<file path="config.mk">
export PLATFORM = sky130hd
export DESIGN_NAME = tanimoto_job_ctrl
export DESIGN_NICKNAME = d
export VERILOG_FILES = /design/src/rtl/tanimoto_job_ctrl_pkg.sv /design/src/rtl/tanimoto_job_cnt.sv /design/src/rtl/tanimoto_job_ctrl.sv
export SDC_FILE = /design/constraint.sdc
export NUM_CORES = 1
export LEC_CHECK = 0
export ABC_AREA = 1
export CAP_MARGIN = 40
export CORE_AREA = 2 2 431 433
export DETAILED_ROUTE_END_ITERATION = 12
export DIE_AREA = 0 0 433 435
export PLACE_DENSITY_LB_ADDON = 0.15
export SLEW_MARGIN = 25
export SYNTH_ARGS = -nofsm -noshare
export SYNTH_HDL_FRONTEND = slang
export SYNTH_HIERARCHICAL = 1
export SYNTH_SLANG_ARGS = --single-unit
</file>
<file path="constraint.sdc">
create_clock -name ap_clk -period 3.05 [get_ports ap_clk]
set_clock_uncertainty 0.1 [all_clocks]
set_input_delay 0.61 -clock ap_clk [delete_from_list [all_inputs] [get_ports ap_clk]]
set_output_delay 0.61 -clock ap_clk [all_outputs]
set_load 0.005 [all_outputs]
</file>
<file path="src/rtl/tanimoto_job_ctrl_pkg.sv">
// rtl/tanimoto_job_ctrl_pkg.sv - shared state encoding, descriptor layout and beat math
package tanimoto_job_ctrl_pkg;

    typedef enum logic [2:0] {
        IDLE,
        LOAD_CMP,
        STREAM,
        DRAIN,
        DONE
    } state_t;

    // Descriptor layout: comparison count C in the low field, total count N above it
    localparam int JOB_C_LSB = 0;

    function automatic int job_n_lsb(input int vec_id_width);
        return vec_id_width;
    endfunction

    function automatic int beats_per_vec(input int vector_width, input int bus_width);
        return (vector_width + bus_width - 1) / bus_width;
    endfunction

endpackage

</file>
<file path="src/rtl/tanimoto_job_cnt.sv">
// rtl/tanimoto_job_cnt.sv - clearable up-counter with terminal compare and optional saturation
module tanimoto_job_cnt #(
    parameter int WIDTH    = 10,
    parameter bit SATURATE = 1'b0
) (
    input  logic             clk,
    input  logic             rst_n,
    input  logic             clr,
    input  logic             inc,
    input  logic [WIDTH-1:0] term,
    output logic [WIDTH-1:0] count,
    output logic             at_term
);

    assign at_term = (count == term);

    always_ff @(posedge clk or negedge rst_n) begin
        if (!rst_n) begin
            count <= '0;
        end else if (clr) begin
            count <= '0;
        end else if (inc && !(SATURATE && (&count))) begin
            count <= count + 1'b1;
        end
    end

endmodule

</file>
<file path="src/rtl/tanimoto_job_ctrl.sv">
// rtl/tanimoto_job_ctrl.sv - one-job-at-a-time sequencer around the Tanimoto pipeline
module tanimoto_job_ctrl
    import tanimoto_job_ctrl_pkg::*;
#(
    parameter int BUS_WIDTH      = 512,
    parameter int VECTOR_WIDTH   = 920,
    parameter int VEC_ID_WIDTH   = 8,
    parameter int PAIR_CNT_WIDTH = 16
) (
    input  logic                        ap_clk,
    input  logic                        ap_rstn,

    input  logic [2*VEC_ID_WIDTH-1:0]   S_AXIS_JOB_tdata,
    input  logic                        S_AXIS_JOB_tvalid,
    output logic                        S_AXIS_JOB_tready,

    output logic [VEC_ID_WIDTH-1:0]     M_AXIS_CMP_VEC_NO_tdata,
    output logic                        M_AXIS_CMP_VEC_NO_tvalid,
    input  logic                        M_AXIS_CMP_VEC_NO_tready,

    input  logic [BUS_WIDTH-1:0]        S_AXIS_SRC_tdata,
    input  logic                        S_AXIS_SRC_tvalid,
    output logic                        S_AXIS_SRC_tready,

    output logic [BUS_WIDTH-1:0]        M_AXIS_DATA_tdata,
    output logic                        M_AXIS_DATA_tvalid,
    input  logic                        M_AXIS_DATA_tready,

    input  logic [2*VEC_ID_WIDTH-1:0]   S_AXIS_PAIR_tdata,
    input  logic                        S_AXIS_PAIR_tvalid,
    input  logic                        S_AXIS_PAIR_tlast,
    output logic                        S_AXIS_PAIR_tready,

    output logic [2*VEC_ID_WIDTH-1:0]   M_AXIS_RES_tdata,
    output logic                        M_AXIS_RES_tvalid,
    output logic                        M_AXIS_RES_tlast,
    input  logic                        M_AXIS_RES_tready,

    output logic                        o_Busy,
    output logic                        o_Done,
    output logic                        o_Error,
    output logic [PAIR_CNT_WIDTH-1:0]   o_PairCount
);

    localparam int BEATS_PER_VEC = beats_per_vec(VECTOR_WIDTH, BUS_WIDTH);
    localparam int CW            = VEC_ID_WIDTH + $clog2(BEATS_PER_VEC) + 1;
    localparam int N_LSB         = job_n_lsb(VEC_ID_WIDTH);

    state_t                   state;
    logic                     job_ready;
    logic                     cmp_valid;
    logic [VEC_ID_WIDTH-1:0]  cmp_data;
    logic                     data_en;
    logic                     pair_en;
    logic                     busy;
    logic                     done;
    logic                     error;
    logic                     last_seen;
    logic [CW-1:0]            beat_total;
    logic [CW-1:0]            beat_count_unused;
    logic                     beat_at_term;
    logic                     pair_at_max;

    logic [VEC_ID_WIDTH-1:0]  job_n;
    logic [VEC_ID_WIDTH-1:0]  job_c;
    logic                     job_hs;
    logic                     job_bad;
    logic                     cmp_hs;
    logic                     data_hs;
    logic                     pair_hs;

    assign job_n   = S_AXIS_JOB_tdata[N_LSB +: VEC_ID_WIDTH];
    assign job_c   = S_AXIS_JOB_tdata[JOB_C_LSB +: VEC_ID_WIDTH];
    assign job_hs  = job_ready && S_AXIS_JOB_tvalid;
    assign job_bad = (job_n == '0) || (job_c == '0) || (job_c > job_n);
    assign cmp_hs  = cmp_valid && M_AXIS_CMP_VEC_NO_tready;
    assign data_hs = data_en && S_AXIS_SRC_tvalid && M_AXIS_DATA_tready;
    assign pair_hs = pair_en && S_AXIS_PAIR_tvalid && M_AXIS_RES_tready;

    // Gates come from registered enables; payloads pass straight through
    assign S_AXIS_JOB_tready        = job_ready;
    assign M_AXIS_CMP_VEC_NO_tvalid = cmp_valid;
    assign M_AXIS_CMP_VEC_NO_tdata  = cmp_data;
    assign M_AXIS_DATA_tdata        = S_AXIS_SRC_tdata;
    assign M_AXIS_DATA_tvalid       = data_en && S_AXIS_SRC_tvalid;
    assign S_AXIS_SRC_tready        = data_en && M_AXIS_DATA_tready;
    assign M_AXIS_RES_tdata         = S_AXIS_PAIR_tdata;
    assign M_AXIS_RES_tlast         = S_AXIS_PAIR_tlast;
    assign M_AXIS_RES_tvalid        = pair_en && S_AXIS_PAIR_tvalid;
    assign S_AXIS_PAIR_tready       = pair_en && M_AXIS_RES_tready;
    assign o_Busy                   = busy;
    assign o_Done                   = done;
    assign o_Error                  = error;

    tanimoto_job_cnt #(
        .WIDTH    (CW),
        .SATURATE (1'b0)
    ) u_beat_cnt (
        .clk     (ap_clk),
        .rst_n   (ap_rstn),
        .clr     (job_hs),
        .inc     (data_hs),
        .term    (beat_total - CW'(1)),
        .count   (beat_count_unused),
        .at_term (beat_at_term)
    );

    tanimoto_job_cnt #(
        .WIDTH    (PAIR_CNT_WIDTH),
        .SATURATE (1'b1)
    ) u_pair_cnt (
        .clk     (ap_clk),
        .rst_n   (ap_rstn),
        .clr     (job_hs),
        .inc     (pair_hs && !pair_at_max),
        .term    ('1),
        .count   (o_PairCount),
        .at_term (pair_at_max)
    );

    always_ff @(posedge ap_clk or negedge ap_rstn) begin
        if (!ap_rstn) begin
            state      <= IDLE;
            job_ready  <= 1'b1;
            cmp_valid  <= 1'b0;
            cmp_data   <= '0;
            data_en    <= 1'b0;
            pair_en    <= 1'b0;
            busy       <= 1'b0;
            done       <= 1'b0;
            error      <= 1'b0;
            last_seen  <= 1'b0;
            beat_total <= '0;
        end else begin
            done  <= 1'b0;
            error <= 1'b0;
            case (state)
                IDLE: begin
                    if (job_hs) begin
                        cmp_data   <= job_c;
                        beat_total <= CW'(job_n) * CW'(BEATS_PER_VEC);
                        last_seen  <= 1'b0;
                        busy       <= 1'b1;
                        job_ready  <= 1'b0;
                        if (job_bad) begin
                            done  <= 1'b1;
                            error <= 1'b1;
                            state <= DONE;
                        end else begin
                            cmp_valid <= 1'b1;
                            state     <= LOAD_CMP;
                        end
                    end
                end
                LOAD_CMP: begin
                    if (cmp_hs) begin
                        cmp_valid <= 1'b0;
                        data_en   <= 1'b1;
                        pair_en   <= 1'b1;
                        state     <= STREAM;
                    end
                end
                STREAM: begin
                    if (pair_hs && S_AXIS_PAIR_tlast) begin
                        last_seen <= 1'b1;
                    end
                    if (data_hs && beat_at_term) begin
                        data_en <= 1'b0;
                        state   <= DRAIN;
                    end
                end
                DRAIN: begin
                    // A tlast may have arrived while data was still streaming
                    if (last_seen || (pair_hs && S_AXIS_PAIR_tlast)) begin
                        last_seen <= 1'b1;
                        pair_en   <= 1'b0;
                        done      <= 1'b1;
                        state     <= DONE;
                    end
                end
                DONE: begin
                    busy      <= 1'b0;
                    job_ready <= 1'b1;
                    state     <= IDLE;
                end
                default: state <= IDLE;
            endcase
        end
    end

endmodule

</file>
==> results of run 1 <==
## registers in the layout (all words and copies together) (netlist names), 3 cells and up
register / cells
M_AXIS_CMP_VEC_NO_tdata: 8
beat_total: 8
state: 3
u_beat_cnt/count: 10
u_pair_cnt/count: 16
## final timing paths
check	to	from	slack (ps)	cells after the start
min reg2reg	M_AXIS_CMP_VEC_NO_tdata[5]	M_AXIS_CMP_VEC_NO_tdata[5]	400	2
max	M_AXIS_RES_tvalid	S_AXIS_PAIR_tvalid	470	4
max reg2reg	o_Done	beat_total[3]	510	14
min in group ap_clk	M_AXIS_CMP_VEC_NO_tdata[5]	M_AXIS_CMP_VEC_NO_tdata[5]	400	2
min	u_pair_cnt/count[13]	ap_rstn	180	1
max in group asynchronous	S_AXIS_JOB_tready	ap_rstn	2010	2
## report_power, final
group | internal, mW | switching [mW] | leakage, nW
logic | 0.148 | 0.165 | 1.58
clock network | 0.320 | 0.416 | 0.0767
registers | 0.726 | 0.0546 | 0.669
total | 1.19 | 0.635 | 2.33
## layout by cell type (no fill, tap or decap), types with 5 or more instances in the layout
cell type                         instances
sky130_fd_sc_hd__a21oi_1                 10
sky130_fd_sc_hd__buf_4                   13
sky130_fd_sc_hd__clkbuf_16                5
sky130_fd_sc_hd__clkdlybuf4s50_1         55
sky130_fd_sc_hd__conb_1                  22
sky130_fd_sc_hd__dfrtp_1                 52
sky130_fd_sc_hd__ha_1                    11
sky130_fd_sc_hd__inv_1                   67
sky130_fd_sc_hd__nand2_1                149
sky130_fd_sc_hd__nand3_1                 27
sky130_fd_sc_hd__nand4_1                 14
sky130_fd_sc_hd__nor2_1                  39
sky130_fd_sc_hd__nor2_4                   5
sky130_fd_sc_hd__nor3_1                   9
sky130_fd_sc_hd__o21ai_0                 23
sky130_fd_sc_hd__or2_2                    6
sky130_fd_sc_hd__xnor2_1                 15
sky130_fd_sc_hd__xor2_1                  17
## worst max-delay path, delay by kind of cell
kind	cells	cell delay, ps
buf+inv	3	1170
simple gates	1	80
## final cells by class
class | instances | share of cell area [%]
Clock buffer | 5 | 1.67
Sequential cell | 53 | 17.7
Clock inverter | 3 | 0.450
Tap cell | 2480 | 41.3
Multi-Input combinational cell | 372 | 25.6
Timing Repair Buffer | 73 | 9.76
Inverter | 70 | 3.50
## routing by layer
| metal | track usage (%) | up-vias |
|---|---|---|
| met5 | 2.64 | - |
| met4 | 2.21 | 12 |
| met3 | 6.50 | 198 |
| met2 | 5.71 | 657 |
| met1 | 5.40 | 1858 |
| li1 | - | 1680 |
## logic make-up (layout without fill, tap and decap cells)
family / after synthesis / in the layout / synth area share [%]
compound gates: 42 / 42 / 3.01
xor+xnor: 32 / 32 / 3.77
fa+ha+maj: 11 / 11 / 1.85
buf+inv: 605 / 151 / 57.3
flops: 53 / 53 / 17.8
other cells: 1 / 22 / 0.0504
simple gates: 265 / 265 / 16.1
## synth_stat cells, drive strengths merged
| cell | number | area [um^2] |
|---|---|---|
| or3 | 2 | 12.5 |
| o21ai | 27 | 135 |
| dfstp | 1 | 26.3 |
| a21oi | 11 | 58.8 |
| xor2 | 17 | 149 |
| o22ai | 1 | 6.26 |
| ha | 11 | 138 |
| buf | 533 | 4000 |
| nor2 | 48 | 241 |
| conb | 1 | 3.75 |
| inv | 70 | 263 |
| or2 | 6 | 37.5 |
| o221ai | 1 | 8.76 |
| nor3 | 12 | 75.1 |
| nand3b | 1 | 7.51 |
| nand2 | 151 | 572 |
| xnor2 | 15 | 131 |
| clkbuf | 2 | 7.51 |
| a21o | 2 | 15.0 |
| dfrtp | 52 | 1300 |
| nor4 | 2 | 12.5 |
| nand3 | 29 | 155 |
| nand4 | 14 | 87.6 |
## through the flow
| stage | hold WS, ps | instance area [um^2] |
|---|---|---|
| 2_1_floorplan | 214 | 7520 |
| 3_3_place_gp | 395 | 7350 |
| 3_5_place_dp | 385 | 7350 |
| 4_1_cts | 205 | 7510 |
| 5_1_grt | 220 | 7510 |
| 6_report | 178 | 7510 |
==> flow_metrics.env, run 1 <==
export IMPL_route_detailed_drc=0
export IMPL_cts_sink_count=53
export IMPL_cts_clk_slew_worst_paths_ps=90
export IMPL_critPathCaptureType="primary output"
export IMPL_root_buffer="sky130_fd_sc_hd__clkbuf_16"
export IMPL_post_route_period_util_pct=84.6
export IMPL_cts_htree_levels=2
export IMPL_grt_first_pass_wirelength_um=61700
export IMPL_fin_crit_ps=2580
export IMPL_route_vias_total=4405
export IMPL_ioPinCount=1115
export IMPL_crit_type="input pin to primary output"
export IMPL_timing_fmax_ghz=0.387
export IMPL_setup_violations=0
export IMPL_dr_pass1_iters=4
export IMPL_top_signal_layer_used="met5"
export IMPL_area_sequential_um2=1330
export IMPL_post_cts_repair_setup_buffers=0
export IMPL_library_cell_contributing_the_largest_single_delay_on_the_critical_path="sky130_fd_sc_hd__clkdlybuf4s50_1"
export IMPL_status="finished clean"
export IMPL_hp_class="input pin to async pin"
export IMPL_post_synth_instance_area_um2=7440
export IMPL_cts_repair_resized=0
export IMPL_slowest_delay_ps=590
export IMPL_detailedPlacementHpwl_um=44000
export IMPL_post_drt_via_cell_ratio=1.44
export IMPL_worstSkewPairLatency_ps=350
export IMPL_design_core_area_um2=184000
export IMPL_met1Wirelength_um=18200
export IMPL_layout_nets=1139
export IMPL_grt_antenna_before_repair=4
export IMPL_gate_count_post_synth=1009
export IMPL_grt_pass1_vias=4624
export IMPL_layout_drive_gt1_share_pct=9.20
export IMPL_path_common_cell="sky130_fd_sc_hd__clkdlybuf4s50_1"
export IMPL_drtIter0Drc=240
export IMPL_dp_slack_ps=360
export IMPL_final_hold_violation_count=0
export IMPL_data_required_time_at_the_worst_endpoint_ps=2340
export IMPL_place_inst=3048
export IMPL_layoutNonFillerInstCount=3056
export IMPL_sum_of_negative_setup_slack_ps=0
export IMPL_multi_input_comb_area_um2=1930
export IMPL_floorplan_die_area_um2=188000
export IMPL_synth_cell_types=34
export IMPL_fill_cells=21900
export IMPL_cts_inserted_buffers=5
export IMPL_place_gp_congestion=0.636
export IMPL_timing_final_max_slew_violations=0
export IMPL_cp_max_fo=2
export IMPL_power_density_nw_per_um2=244
export IMPL_rsz0062_at_grt="no"
export IMPL_dr_wl_met3_um=13000
export IMPL_wirelength_um=51100
export IMPL_fp_row_count=158
export IMPL_initial_core_util_pct=4.04
export IMPL_layout_area_overhead_vs_synth_pct=0.925
export IMPL_synth_warnings=6
export IMPL_insertedDiodeCount=0
export IMPL_grt_max_degree=25
export IMPL_post_layout_total_power_mw=1.83
export IMPL_gr_ovfl_total=0
export IMPL_buffer_ports_inserted=58
export IMPL_timing_max_slew_rel_slack_pct=57.6
export IMPL_cts_hold_fix_bufs=0
export IMPL_kind_of_start_point_of_the_critical_path="input pin"
export IMPL_critical_path_arrival_ps=1870
export IMPL_power_static_leakage_nw=2.33
export IMPL_drv_max_cap_violation_count=0
export IMPL_drt_antenna_violating_nets=0
export IMPL_syn_mean_instance_area_um2=7.38
export IMPL_met2_wirelength_um=17000
export IMPL_synth_ff_latch_count=53
export IMPL_synth_seq_area_share_pct=17.8
export IMPL_setup_slack_ps=469
export IMPL_max_clock_path_buffers=2
export IMPL_dr_wl_cell_um=16.7
export IMPL_tritoncts_clock_tree="built"
export IMPL_ir_worst_vdd_v=0.000215
export IMPL_utilization_pct=4.08
export IMPL_die_height_um=435
export IMPL_crit_chain="clkdlybuf4s50_1 -> nand2_1 -> inv_1 -> clkdlybuf4s50_1"
export IMPL_worstMarginPinSlew_ps=636
export IMPL_dieWidth_um=433
export IMPL_grt_util_all_layers_pct=5.23
No activity file was read; power rests on OpenSTA's default activity.
==> run 2: changes to the inputs <==
- clock period: 3.05 -> 2.65 ns (I/O delays scaled with it)
==> flow_metrics.env, run 2 (synthesis gave the netlist of run 1 again) <==
export IMPL_rsz0062_at_grt="yes"
export IMPL_cts_htree_levels=2
export IMPL_layout_nets=1165
export IMPL_worstMarginPinSlew_ps=565
export IMPL_mostFrequentLayoutCells="146 x sky130_fd_sc_hd__nand2_1, 66 x sky130_fd_sc_hd__inv_1, 55 x sky130_fd_sc_hd__clkdlybuf4s50_1"
export IMPL_fp_row_count=158
export IMPL_grt_first_pass_wirelength_um=62000
export IMPL_power_static_leakage_nw=2.50
export IMPL_grt_antenna_before_repair=4
export IMPL_layout_top_registers="u_pair_cnt/count: 16 flops, u_beat_cnt/count: 10 flops"
export IMPL_place_inst=3071
export IMPL_max_clock_path_buffers=2
export IMPL_timing_final_max_slew_violations=0
export IMPL_ir_worst_vdd_v=0.000261
export IMPL_fin_crit_ps=2460
export IMPL_power_sequential_fraction_pct=41.3
export IMPL_grt_max_degree=38
export IMPL_power_density_nw_per_um2=276
export IMPL_wirelength_um=51200
export IMPL_detailedPlacementHpwl_um=44000
export IMPL_grt_pass1_vias=4640
export IMPL_post_drt_via_cell_ratio=1.45
export IMPL_combinationalPowerShare_pct=18.2
export IMPL_cts_clk_slew_worst_paths_ps=110
export IMPL_data_required_time_at_the_worst_endpoint_ps=2800
export IMPL_gr_ovfl_total=0
export IMPL_power_clock_fraction_pct=40.5
export IMPL_critical_path_arrival_ps=2610
export IMPL_insertedDiodeCount=0
export IMPL_root_buffer="sky130_fd_sc_hd__clkbuf_16"
export IMPL_final_hold_violation_count=0
export IMPL_kind_of_start_point_of_the_critical_path="flop"
export IMPL_cts_inserted_buffers=5
export IMPL_dieWidth_um=433
export IMPL_timing_max_slew_rel_slack_pct=62.0
export IMPL_setup_violations=0
export IMPL_drt_antenna_violating_nets=0
export IMPL_utilization_pct=4.25
export IMPL_initial_core_util_pct=4.04
export IMPL_power_switching_fraction_pct=35.4
export IMPL_largest_register_ff_count=16
export IMPL_multi_input_comb_area_um2=1970
export IMPL_sum_of_negative_setup_slack_ps=0
export IMPL_drtIter0Drc=254
export IMPL_layoutNonFillerInstCount=3082
export IMPL_cp_max_fo=3
export IMPL_power_report_internal_total_mw=1.40
export IMPL_grt_util_all_layers_pct=5.25
export IMPL_worstSkewPairLatency_ps=360
export IMPL_crit_type="flop to flop"
export IMPL_buffer_ports_inserted=58
export IMPL_layout_drive_gt1_share_pct=14.6
export IMPL_registers_top_by_ff_count="u_pair_cnt/count"
export IMPL_post_route_period_util_pct=93.0
export IMPL_setup_slack_ps=186
export IMPL_route_vias_total=4484
export IMPL_hp_class="flop to flop"
export IMPL_post_layout_total_power_mw=2.16
export IMPL_design_core_area_um2=184000
export IMPL_drv_max_cap_violation_count=0
export IMPL_ioPinCount=1115
export IMPL_layout_area_overhead_vs_synth_pct=5.18
export IMPL_dp_slack_ps=81.3
export IMPL_die_height_um=435
export IMPL_cts_sink_count=53
export IMPL_floorplan_die_area_um2=188000
export IMPL_dr_wl_cell_um=16.6
export IMPL_status="finished clean"
export IMPL_fill_cells=21900
export IMPL_place_gp_congestion=0.631
export IMPL_timing_fmax_ghz=0.406
export IMPL_critPathCaptureType="flop"
export IMPL_power_switching_mw=0.766
export IMPL_route_detailed_drc=0
export IMPL_area_sequential_um2=1330
export IMPL_layout_commonest_cell="sky130_fd_sc_hd__nand2_1"
export IMPL_tritoncts_clock_tree="built"
export IMPL_dr_pass1_iters=4
==> run 2: power groups by stage <==
| stage | Sequential (mW) | Combinational, mW | Clock [mW] |
|---|---|---|---|
| final | 0.893 | 0.394 | 0.876 |
| after CTS | 0.896 | 0.416 | 0.977 |
| after detailed placement | 0.911 | 0.412 | 0 |
| after floorplan | 0.899 | 0.797 | 0 |
| after global routing | 0.907 | 0.445 | 0.987 |
| after global placement | 0.914 | 0.414 | 0 |
==> run 2: worst max-delay path, cell delays in order, from the launching register on <==
cell	delay [ps]
sky130_fd_sc_hd__dfrtp_1	380
sky130_fd_sc_hd__inv_1	100
sky130_fd_sc_hd__ha_1	190
sky130_fd_sc_hd__nand2_1	90
sky130_fd_sc_hd__or3_4	360
sky130_fd_sc_hd__xnor2_2	140
sky130_fd_sc_hd__xnor2_1	140
sky130_fd_sc_hd__nand4_1	120
sky130_fd_sc_hd__nor2_1	100
sky130_fd_sc_hd__nand2_1	80
sky130_fd_sc_hd__nand2_2	90
sky130_fd_sc_hd__nand2_2	70
sky130_fd_sc_hd__nor3_4	200
sky130_fd_sc_hd__buf_4	150
sky130_fd_sc_hd__o22ai_1	50
==> run 2: timing repair <==
item,CTS,global route
setup buffers,0,2
hold endpoints to repair,7,0
gates resized for setup,0,11
hold buffers,1,0
endpoints found under the setup margin,0,5
==> run 2: worst paths after layout <==
kind	startpoint	endpoint	slack, ps	cells after the start
worst max-delay path	beat_total[1]	state[1]	190	14
worst min-delay path	M_AXIS_CMP_VEC_NO_tdata[3]	M_AXIS_CMP_VEC_NO_tdata[3]	400	2
worst max register to register	beat_total[1]	state[1]	190	14
worst min register to register	M_AXIS_CMP_VEC_NO_tdata[3]	M_AXIS_CMP_VEC_NO_tdata[3]	400	2
max in group asynchronous	ap_rstn	S_AXIS_JOB_tready	1310	3
min in group asynchronous	ap_rstn	u_pair_cnt/count[14]	490	2
==> run 2: stage by stage <==
stage               area, um^2  hold slack (ps)
floorplan                 7520              134
global placement          7600              346
detailed placement        7600              341
CTS                       7770              410
global route              7830              436
finish                    7830              401
==> run 2: layout make-up <==
class | instances | area share (%)
timing repair buffer | 99 | 12.9
tap | 2480 | 39.6
clock inverter | 3 | 0.432
multi-input combinational | 372 | 25.2
sequential | 53 | 17.0
inverter | 70 | 3.36
clock buffer | 5 | 1.60
==> run 2: layer usage <==
layer	vias up	part of all wire, %	GRT usage [%]
li1	1728	-	-
met1	1902	35	5.35
met2	652	34	5.80
met3	188	26	6.63
met4	14	4.2	2.11
met5	-	1.2	2.64
